===== src/rtl/mem_port_arbiter_pkg.sv =====
// Shared types and constants for the unified-memory port arbiter.
// Holds FSM state encodings, controller opcodes and byte-enable patterns.
// Imported by the arbiter top level.
package mem_port_arbiter_pkg;

  // FSM state encoding (3-bit, kept as plain constants for legacy tools)
  typedef logic [2:0] state_t;
  localparam state_t S_IDLE   = 3'd0;
  localparam state_t S_F_ADDR = 3'd1;
  localparam state_t S_F_WAIT = 3'd2;
  localparam state_t S_M_ADDR = 3'd3;
  localparam state_t S_M_WAIT = 3'd4;

  // Opcode values the pipeline controller already decodes
  localparam logic [4:0] OP_LOAD  = 5'b00000;
  localparam logic [4:0] OP_STORE = 5'b01000;

  // Byte-enable patterns, same encoding as the M-stage write enable
  localparam logic [3:0] BE_B = 4'b0001;
  localparam logic [3:0] BE_H = 4'b0011;
  localparam logic [3:0] BE_W = 4'b1111;

  // True while a fetch owns the memory bus
  function automatic logic is_fetch_state(input state_t s);
    return (s == S_F_ADDR) || (s == S_F_WAIT);
  endfunction

endpackage


===== src/rtl/mem_port_req_reg.sv =====
// Purpose: holds the address / byte enables / store data presented to memory.
// Latency: captures on the edge where load is high; outputs are pure flops.
// Backpressure: none here; the arbiter only loads it from IDLE.
module mem_port_req_reg #(
  parameter int ADDR_W = 32,
  parameter int DATA_W = 32
) (
  input  logic                clk,
  input  logic                rst,
  input  logic                load,
  input  logic [ADDR_W-1:0]   addr,
  input  logic [DATA_W/8-1:0] we,
  input  logic [DATA_W-1:0]   wdata,
  output logic [ADDR_W-1:0]   mem_addr,
  output logic [DATA_W/8-1:0] mem_we,
  output logic [DATA_W-1:0]   mem_wdata
);

  // Request latch: stays stable for the whole transaction
  always_ff @(posedge clk or negedge rst) begin
    if (!rst) begin
      mem_addr  <= '0;
      mem_we    <= '0;
      mem_wdata <= '0;
    end else if (load) begin
      mem_addr  <= addr;
      mem_we    <= we;
      mem_wdata <= wdata;
    end
  end

endmodule


===== src/rtl/mem_port_arbiter.sv =====
// Purpose: shares one single-port memory between fetch and M-stage accesses.
// Latency: zero-wait memory gives the valid pulse 3 cycles after the request edge.
// Backpressure: one transaction in flight; waiting stages see f_stall/m_stall.
module mem_port_arbiter
  import mem_port_arbiter_pkg::*;
#(
  parameter int ADDR_W       = 32,
  parameter int DATA_W       = 32,
  parameter int MAX_M_STREAK = 4
) (
  input  logic                clk,
  input  logic                rst,
  input  logic                f_req,
  input  logic [ADDR_W-1:0]   f_addr,
  input  logic                f_flush,
  output logic [DATA_W-1:0]   f_rdata,
  output logic                f_valid,
  output logic                f_stall,
  input  logic                m_req,
  input  logic [DATA_W/8-1:0] m_we,
  input  logic [ADDR_W-1:0]   m_addr,
  input  logic [DATA_W-1:0]   m_wdata,
  output logic [DATA_W-1:0]   m_rdata,
  output logic                m_valid,
  output logic                m_stall,
  output logic                mem_req,
  input  logic                mem_gnt,
  output logic [ADDR_W-1:0]   mem_addr,
  output logic [DATA_W/8-1:0] mem_we,
  output logic [DATA_W-1:0]   mem_wdata,
  input  logic                mem_rvalid,
  input  logic [DATA_W-1:0]   mem_rdata,
  output logic                busy
);

  localparam int         STRB_W     = DATA_W / 8;
  localparam logic [3:0] STREAK_MAX = 4'(MAX_M_STREAK);

  state_t              state;
  state_t              state_nxt;
  logic [3:0]          m_streak;
  logic                discard;
  logic                f_pulse;
  logic                m_pulse;
  logic                in_idle;
  logic                pick_m;
  logic                pick_f;
  logic                f_done;
  logic                m_done;
  logic [ADDR_W-1:0]   sel_addr;
  logic [STRB_W-1:0]   sel_we;
  logic [DATA_W-1:0]   sel_wdata;

  // Arbitration and next-state: M wins unless F has waited out the streak limit
  always_comb begin
    in_idle   = (state == S_IDLE);
    pick_m    = in_idle & m_req & (~f_req | (m_streak < STREAK_MAX));
    pick_f    = in_idle & ~pick_m & f_req & ~f_flush;
    f_done    = (state == S_F_WAIT) & mem_rvalid;
    m_done    = (state == S_M_WAIT) & mem_rvalid;
    sel_addr  = pick_m ? m_addr  : f_addr;
    sel_we    = pick_m ? m_we    : '0;
    sel_wdata = pick_m ? m_wdata : '0;
    state_nxt = state;
    case (state)
      S_IDLE: begin
        if (pick_m)      state_nxt = S_M_ADDR;
        else if (pick_f) state_nxt = S_F_ADDR;
      end
      S_F_ADDR: if (mem_gnt)    state_nxt = S_F_WAIT;
      S_F_WAIT: if (mem_rvalid) state_nxt = S_IDLE;
      S_M_ADDR: if (mem_gnt)    state_nxt = S_M_WAIT;
      S_M_WAIT: if (mem_rvalid) state_nxt = S_IDLE;
      default:                  state_nxt = S_IDLE;
    endcase
  end

  // State register; mem_req is a flop so it is glitch-free while waiting for gnt
  always_ff @(posedge clk or negedge rst) begin
    if (!rst) begin
      state   <= S_IDLE;
      mem_req <= 1'b0;
    end else begin
      state   <= state_nxt;
      mem_req <= (state_nxt == S_F_ADDR) || (state_nxt == S_M_ADDR);
    end
  end

  // Starvation guard: count M grants taken over a waiting fetch
  always_ff @(posedge clk or negedge rst) begin
    if (!rst) begin
      m_streak <= '0;
    end else if (in_idle) begin
      if (!f_req) begin
        m_streak <= '0;
      end else if (pick_m) begin
        if (m_streak < STREAK_MAX) m_streak <= m_streak + 4'd1;
      end else if (pick_f) begin
        m_streak <= '0;
      end
    end
  end

  // A redirect cannot withdraw the bus request, so remember to drop the result
  always_ff @(posedge clk or negedge rst) begin
    if (!rst) begin
      discard <= 1'b0;
    end else if (f_done) begin
      discard <= 1'b0;
    end else if (is_fetch_state(state) && f_flush) begin
      discard <= 1'b1;
    end
  end

  // Fetch completion: capture the instruction word unless it was redirected
  always_ff @(posedge clk or negedge rst) begin
    if (!rst) begin
      f_pulse <= 1'b0;
      f_rdata <= '0;
    end else begin
      f_pulse <= f_done & ~(discard | f_flush);
      if (f_done && !(discard || f_flush)) f_rdata <= mem_rdata;
    end
  end

  // Data completion: loads update m_rdata, stores only acknowledge
  always_ff @(posedge clk or negedge rst) begin
    if (!rst) begin
      m_pulse <= 1'b0;
      m_rdata <= '0;
    end else begin
      m_pulse <= m_done;
      if (m_done && (mem_we == '0)) m_rdata <= mem_rdata;
    end
  end

  mem_port_req_reg #(
    .ADDR_W (ADDR_W),
    .DATA_W (DATA_W)
  ) u_req_reg (
    .clk       (clk),
    .rst       (rst),
    .load      (pick_m | pick_f),
    .addr      (sel_addr),
    .we        (sel_we),
    .wdata     (sel_wdata),
    .mem_addr  (mem_addr),
    .mem_we    (mem_we),
    .mem_wdata (mem_wdata)
  );

  // A redirect arriving with the pulse still kills the instruction
  assign f_valid = f_pulse & ~f_flush;
  assign m_valid = m_pulse;
  assign f_stall = f_req & ~f_valid;
  assign m_stall = m_req & ~m_valid;
  assign busy    = (state != S_IDLE);

endmodule


===== config.mk =====
export PLATFORM = sky130hd
export DESIGN_NAME = mem_port_arbiter
export DESIGN_NICKNAME = d
export VERILOG_FILES = /design/src/rtl/mem_port_arbiter_pkg.sv /design/src/rtl/mem_port_req_reg.sv /design/src/rtl/mem_port_arbiter.sv
export SDC_FILE = /design/constraint.sdc
export NUM_CORES = 1
export LEC_CHECK = 0
export CAP_MARGIN = 40
export CELL_PAD_IN_SITES_DETAIL_PLACEMENT = 0
export CELL_PAD_IN_SITES_GLOBAL_PLACEMENT = 1
export CORE_UTILIZATION = 34
export DETAILED_ROUTE_END_ITERATION = 16
export GPL_TIMING_DRIVEN = 0
export PLACE_DENSITY = 0.92
export SLEW_MARGIN = 20
export SYNTH_ARGS = -nofsm -noshare
export SYNTH_HDL_FRONTEND = slang
export SYNTH_SLANG_ARGS = --single-unit
export TNS_END_PERCENT = 5

===== constraint.sdc =====
create_clock -name clk -period 3.1 [get_ports clk]
set_clock_uncertainty 0.15 [all_clocks]
set_input_delay 0.62 -clock clk [delete_from_list [all_inputs] [get_ports clk]]
set_output_delay 0.62 -clock clk [all_outputs]
set_load 0.02 [all_outputs]

==> results.sh <==
export IMPL_hold_buffers=0
export IMPL_ys_top_cells_by_count="dfrtp_1 (143), o21ai_1 (97), mux2_2 (64)"
export IMPL_remaining_drc_errors=0
export IMPL_gp_congestion=0.809
export IMPL_period_share_pct=95.9
export IMPL_globalRouteOverflowTotal=0
export IMPL_synthesis_area_per_instance_sq_um=11.4
export IMPL_die_y_um=138
export IMPL_design_core_area_sq_um=18000
export IMPL_ctsLongestPathBuffers=2
export IMPL_max_cap_violations=0
export IMPL_hold_path_class="in2async"
export IMPL_hpwlAfterDp_um=14300
export IMPL_detailed_place_area_sq_um=9350
export IMPL_io_pin_count=277
export IMPL_setup_slack_ns=0.128
export IMPL_first_pass_grt_wire_length_um=30600
export IMPL_cp_slowest_stage_delay_ns=0.60
export IMPL_layout_area_overhead_vs_synth_pct=58.9
export IMPL_cp_num_buf_inv=4
export IMPL_total_leakage_power_nw=4.03
export IMPL_syn_cell_area_sq_um=6270
export IMPL_yosys_cell_types_count=36
export IMPL_yosys_most_used_dff="dfrtp_1"
export IMPL_track_usage_pct=21.0
export IMPL_crit_type="in2out"
export IMPL_fin_cells=1087
export IMPL_unrepaired_setup_endpoints_after_global_routing="no"
export IMPL_wirelength_um=19800
export IMPL_insertion_delay_ns=0.41
export IMPL_die_width_um=138
export IMPL_vdd_drop_max_mv=0.524
export IMPL_finalHoldWorstSlack_ns=0.00949
export IMPL_yosys_area_top_type="dfrtp_1"
export IMPL_cell_chain_critical_path="clkdlybuf4s50_1, inv_2, clkbuf_2, nor2_1, clkdlybuf4s50_1"
export IMPL_timing_critical_path_fanout_max=10
export IMPL_comb_power_share_pct=47.7
export IMPL_fin_util_pct=55.3
export IMPL_power_per_cell_area_nw_per_um2=1010
export IMPL_count_of_flip_flops_with_a_built_in_enable_after_synthesis=0
export IMPL_syn_inst=551
export IMPL_cts_inserted_buffers=17
export IMPL_nets=985
export IMPL_flops_latches_synth=143
export IMPL_post_synth_top_count_cell="dfrtp_1"
export IMPL_internal_power_mw=6.31
export IMPL_largest_net_degree_at_the_start_of_global_routing=76
export IMPL_p_sw_mw=3.79
export IMPL_maxSlewViolCount=0
export IMPL_area_share_of_the_largest_cell_type_after_synthesis_pct=57.1
export IMPL_critPathTopFamily="buffers and inverters"
export IMPL_max_slew_worst_pin_slew_ns=0.584
export IMPL_critPathCaptureType="output port"
export IMPL_maxSlewHeadroom_pct=61.1
export IMPL_synthesis_yosys_warnings=0
export IMPL_vias_in_the_first_global_route=5756
export IMPL_cts_tree="yes"
export IMPL_fp_dieArea_sq_um=19000
export IMPL_clock_sinks=143
export IMPL_starting_density_of_the_core_pct=34.8
export IMPL_ys_top_cells_by_area="dfrtp_1 (57%), mux2_2 (12%), o21ai_1 (7.7%), nand4_1 (3.8%), a31oi_1 (3.3%)"
export IMPL_vias_per_cell=5.28
export IMPL_post_place_ws_ns=-0.313
export IMPL_via_count=5740
export IMPL_slowest_stage_cell_crit_path="clkdlybuf4s50_1"
export IMPL_clk_transition_reported_paths_ns=0.06
export IMPL_cts_htree_levels=4
export IMPL_sum_of_negative_setup_slack_ns=0
export IMPL_dr_first_iter_drc_count=260
export IMPL_share_clk_of_total_power_pct=21.4
export IMPL_detail_route_antenna_nets=0
export IMPL_route_detailed_wl_per_inst_um=18.2
export IMPL_critical_path_startpoint_type="input port"
export IMPL_clock_root_buffer="clkbuf_16"
export IMPL_finalInstanceArea_sq_um=9960
export IMPL_insertedDiodeCount=0
export IMPL_syn_nets=691
export IMPL_dr_pass1_iters=5
export IMPL_synth_seq_area_share_pct=57.1
export IMPL_final_hold_violation_count=0
export IMPL_final_setup_viol_count=0
export IMPL_dp_cells=1057
export IMPL_cp_required_ns=2.33
export IMPL_portBuffers=276
export IMPL_crit_arrival_ns=2.20
export IMPL_outcome="finished, final reports clean"
export IMPL_layout_drive_gt1_share_pct=16.4
export IMPL_grt_antenna_before_repair=0
export IMPL_synth_async_sr_flop_share_pct=100
export IMPL_critical_path_top_cell_by_count="clkdlybuf4s50_1"
export IMPL_share_seq_of_total_power_pct=30.9
export IMPL_sw_ratio_pct=37.5
export IMPL_core_rowCount=49
export IMPL_finalWorstPathRequiredPeriod_ns=2.97
export IMPL_final_total_pwr_mw=10.1
export IMPL_maxClockFrequency_mhz=336
-- final timing paths --
path                        startpoint                     end  slack, ns  depth (start not counted)
setup / recovery                 m_req                 m_stall       0.13                          5
hold / removal                     rst             f_rdata[30]      0.009                          1
setup reg to reg           m_streak[2]  u_req_reg.mem_addr[19]       1.02                          4
hold reg to reg            f_rdata[20]             f_rdata[20]       0.35                          1
max in group asynchronous          rst   u_req_reg.mem_addr[3]       2.01                          2
min in group clk           f_rdata[20]             f_rdata[20]       0.35                          1
-- cell families after synthesis --
| group | count (synthesis) | synth area share, % |
|---|---|---|
| muxes | 64 | 11.5 |
| adders and majority gates | 1 | 0.200 |
| and+or+nand+nor | 123 | 11.7 |
| buffers and inverters | 67 | 5.57 |
| DFF | 143 | 57.1 |
| xor gates and xnor gates | 1 | 0.140 |
| AOI/OAI and AO/OA | 152 | 13.8 |
-- per-layer routing --
layer | wire (um) | up-vias | part of all wire, % | global-route usage, %
li1 | - | 2673 | - | -
met1 | 8000 | 2797 | 40 | 25.8
met2 | 9690 | 247 | 49 | 34.6
met3 | 1860 | 23 | 9.4 | 7.03
met4 | 274 | 0 | 1.4 | 6.58
met5 | 0 | - | 0 | 0
-- power groups by stage --
stage	clock [mW]	combinational, mW	sequential, mW
5_1_grt	2.28	5.18	3.23
3_3_place_gp	0	4.78	3.13
4_1_cts	2.20	4.86	3.13
6_report	2.16	4.82	3.12
3_5_place_dp	0	4.85	3.15
2_1_floorplan	0	1.59	4.07
-- sequential cells by signal, indices dropped and copies added, names as in the netlist --
signal / cells
u_req_reg.mem_wdata: 32
m_valid: 1
u_req_reg.mem_we: 4
u_req_reg.mem_addr: 32
f_rdata: 32
f_pulse: 1
mem_req: 1
m_streak: 4
m_rdata: 32
state: 3
discard: 1
-- layout by cell type, fill, tap and decap left out, types with 5 or more instances in the layout --
| master | count |
|---|---|
| clkdlybuf4s50_1 | 274 |
| dfrtp_1 | 143 |
| o21ai_1 | 97 |
| mux2_2 | 64 |
| nand4_1 | 38 |
| nand3_1 | 33 |
| nor4_1 | 33 |
| a31oi_1 | 33 |
| clkbuf_1 | 22 |
| buf_2 | 21 |
| clkbuf_16 | 17 |
| buf_6 | 9 |
| nor2_1 | 7 |
| nand2_1 | 5 |
| inv_1 | 5 |
| o21ai_2 | 5 |
-- repair_timing --
action | in CTS | in global routing
setup buffers | 0 | 0
resized for setup | 1 | 2
cloned | 0 | 0
endpoints found under the setup margin | 1 | 2
-- final cells by class --
type / instances / area (sq um)
sequential: 143 / 3580
fill: 1587 / 8070
buffer: 57 / 313
inverter: 8 / 30.0
multi-input combinational: 341 / 2340
tap: 229 / 287
clock buffer: 18 / 439
timing repair buffer: 277 / 2790
clock inverter: 14 / 180
No activity file was read; power rests on OpenSTA's default activity.
==> edit (same settings) <==
Reset style: synchronous (`rst`), changed in 6 clocked blocks.
--- a/src/rtl/mem_port_req_reg.sv
+++ b/src/rtl/mem_port_req_reg.sv
@@ -17,7 +17,7 @@
 );
 
   // Request latch: stays stable for the whole transaction
-  always_ff @(posedge clk or negedge rst) begin
+  always_ff @(posedge clk) begin
     if (!rst) begin
       mem_addr  <= '0;
       mem_we    <= '0;
--- a/src/rtl/mem_port_arbiter.sv
+++ b/src/rtl/mem_port_arbiter.sv
@@ -76,7 +76,7 @@
   end
 
   // State register; mem_req is a flop so it is glitch-free while waiting for gnt
-  always_ff @(posedge clk or negedge rst) begin
+  always_ff @(posedge clk) begin
     if (!rst) begin
       state   <= S_IDLE;
       mem_req <= 1'b0;
@@ -87,7 +87,7 @@
   end
 
   // Starvation guard: count M grants taken over a waiting fetch
-  always_ff @(posedge clk or negedge rst) begin
+  always_ff @(posedge clk) begin
     if (!rst) begin
       m_streak <= '0;
     end else if (in_idle) begin
@@ -102,7 +102,7 @@
   end
 
   // A redirect cannot withdraw the bus request, so remember to drop the result
-  always_ff @(posedge clk or negedge rst) begin
+  always_ff @(posedge clk) begin
     if (!rst) begin
       discard <= 1'b0;
     end else if (f_done) begin
@@ -113,7 +113,7 @@
   end
 
   // Fetch completion: capture the instruction word unless it was redirected
-  always_ff @(posedge clk or negedge rst) begin
+  always_ff @(posedge clk) begin
     if (!rst) begin
       f_pulse <= 1'b0;
       f_rdata <= '0;
@@ -124,7 +124,7 @@
   end
 
   // Data completion: loads update m_rdata, stores only acknowledge
-  always_ff @(posedge clk or negedge rst) begin
+  always_ff @(posedge clk) begin
     if (!rst) begin
       m_pulse <= 1'b0;
       m_rdata <= '0;
Behaviour: differs if rst is asserted again (counterexample within 4 cycles, from zero or initial values and one cycle with rst low); with rst held inactive, the same outputs for 10 cycles.
==> edit against the unedited design <==
Critical endpoint is now f_stall. Design area is 8.2% lower. Routed wire length decreased by 9.3%. Count of clock-buffer cells in the layout grew 3. Setup slack better by 60 ps. Sequential share of layout area down 4.6 points. Synthesized area shrank 11%. Sequential cell count stayed put.
Power is not compared: it rests on default switching activity, and its combinational part moved more than twofold at a synthesized area within 25%.
==> edit: results (changes against the unedited design) <==
| Metric | Value |
|---|---|
| Met2 GRT Util | `36.7% (was 34.6%)` |
| First-pass GRT wire length | `27,300 um (was 30,600 um)` |
| Num CTS Buffers | `17 (unchanged)` |
| Outcome | `finished, final reports clean (unchanged)` |
| Share of post-route cells with drive strength above 1 | `6.74% (was 16.4%)` |
| CP max stage cell | `clkdlybuf4s50_1 (unchanged)` |
| Top sig layer | `met4 (unchanged)` |
| Placed Cells | `1,134 (was 1,057)` |
| Clk_lat worst skew | `410 ps (about the same)` |
| Postcts setup bufs | `0 (unchanged)` |
| M3 GR Usage | `6.44% (was 7.03%)` |
| Synth Warn # | `0 (unchanged)` |
| Synth cell count leaders | `197 x nand2_1, 143 x dfxtp_1, 54 x a21boi_0, 42 x nor2b_1, 36 x a22oi_1 (was 143 x dfrtp_1, 97 x o21ai_1, 64 x mux2_2, 38 x nand4_1)` |
| Routed wl met2 | `8650 um (was 9690 um)` |
| Placer Congestion | `0.768 (was 0.809)` |
| Longest Clk Path Bufs | `2 (unchanged)` |
| DR WL met3 | `1600 um (was 1860 um)` |
| Pre-antenna DRT Iters | `4 (was 5)` |
| CP max FO | `7 (was 10)` |
| Initial antenna violation count | `0 (unchanged)` |
| Worst R2R Setup Slack | `1120 ps (was 1020 ps)` |
| Worst slew pin tran | `605 ps (was 584 ps)` |
| # port buffers | `275 (was 276)` |
| Syn_nets | `783 (was 691)` |
| Synthesized area per cell | `8.70 um2 (was 11.4 um2)` |
| Peak supply drop | `369 uV` |
| GRT met1 Usage | `23.6% (was 25.8%)` |
| Ys async rst share | `0% (was 100%)` |
| H-tree depth | `4 (unchanged)` |
| Clock Tree Root | `clkbuf_16 (unchanged)` |
| Worst Path Arrival | `2140 ps (was 2200 ps)` |
| Worst Hold Class | `flip-flop to flip-flop (was input pin to asynchronous set/reset pin)` |
| Ranking of synthesized cells by area | `dfxtp_1 51%, nand2_1 13%, a21boi_0 7.2%, a22oi_1 4.8%, nor2b_1 4.7% (was dfrtp_1 57%, mux2_2 12%, o21ai_1 7.7%, nand4_1 3.8%, a31oi_1 3.3%)` |
| Primary FF master, synth | `dfxtp_1 (was dfrtp_1)` |
| Placed cell area | `8620 um2 (was 9350 um2)` |
| Total global routing track utilization | `20.9% (was 21.0%)` |
| Routed length on met1 | `7360 um (was 8000 um)` |
| CP max stage delay | `650 ps (was 600 ps)` |
| Hpwl dp | `13,300 um (was 14,300 um)` |
| Vias per cell | `4.75 (was 5.28)` |
| Delay-heaviest family, CP | `buffers and inverters (unchanged)` |
| Fin cells | `1,165 (was 1,087)` |
| Antenna fix cells | `0 (unchanged)` |
| CTS clk-pin slew, worst paths | `60 ps (about the same)` |
| WL/cell | `15.4 um (was 18.2 um)` |
| Number of library cell types mapped by synthesis | `39 (was 36)` |
| Vias in the first global route | `5,325 (was 5,756)` |
| CTS resizes | `0 (was 1)` |
| Iteration-0 DRC Markers | `176 (was 260)` |
| P_leak | `0.00327 uW` |
| Seq/Total Area, Yosys | `51.2% (was 57.1%)` |
| Largest net degree at the start of global routing | `17 (was 76)` |
-- edit: changes by cell type after synthesis, moves of 36 or more --
| cell | change |
|---|---|
| nand4_1 | -36 |
| nor2b_1 | +41 |
| a22oi_1 | +36 |
| dfxtp_1 | +143 |
| a21boi_0 | +54 |
| mux2_2 | -64 |
| o21ai_1 | -95 |
| nand2_1 | +192 |
| dfrtp_1 | -143 |
-- edit: worst paths after layout --
check | from | cells past startpoint | to
setup / recovery | f_flush | 4 | f_stall
hold / removal | m_rdata[11]$_SDFFE_PN0P_ | 2 | m_rdata[11]$_SDFFE_PN0P_
setup reg to reg | state[1]$_SDFF_PN0_ | 6 | u_req_reg.mem_addr[26]$_SDFFE_PN0P_
hold reg to reg | m_rdata[11]$_SDFFE_PN0P_ | 2 | m_rdata[11]$_SDFFE_PN0P_
-- edit: where the power goes --
part | switching, uW | internal, uW
registers | 66.0 | 1970
clock network | 775 | 1060
logic | 568 | 558
total | 1410 | 3580
-- edit: per-stage QoR --
step                setup slack [ps]  hold slack (ps)
finish                           187              301
global route                     104              316
CTS                              186              302
detailed placement               187              294
global placement                 196              290
floorplan                       1170              306
-- edit: layout make-up --
cell class                      instances  area [um2]
Tap cell                              216         270
Timing Repair Buffer                  275        2750
Clock inverter                         10        65.1
Sequential cell                       143        2860
Buffer                                 52         292
Inverter                                2        7.51
Clock buffer                           21         460
Fill cell                            1580        6860
Multi-Input combinational cell        446        2430
-- edit: cell families (layout without fill, tap and decap cells) --
| family | after synthesis | after routing | synth area share, % |
|---|---|---|---|
| adders and majority gates | 1 | 1 | 0.224 |
| AOI/OAI and AO/OA | 182 | 182 | 22.2 |
| and+or+nand+nor | 261 | 261 | 20.8 |
| DFF | 143 | 143 | 51.2 |
| xor gates and xnor gates | 2 | 2 | 0.313 |
| buffers and inverters | 54 | 360 | 5.34 |
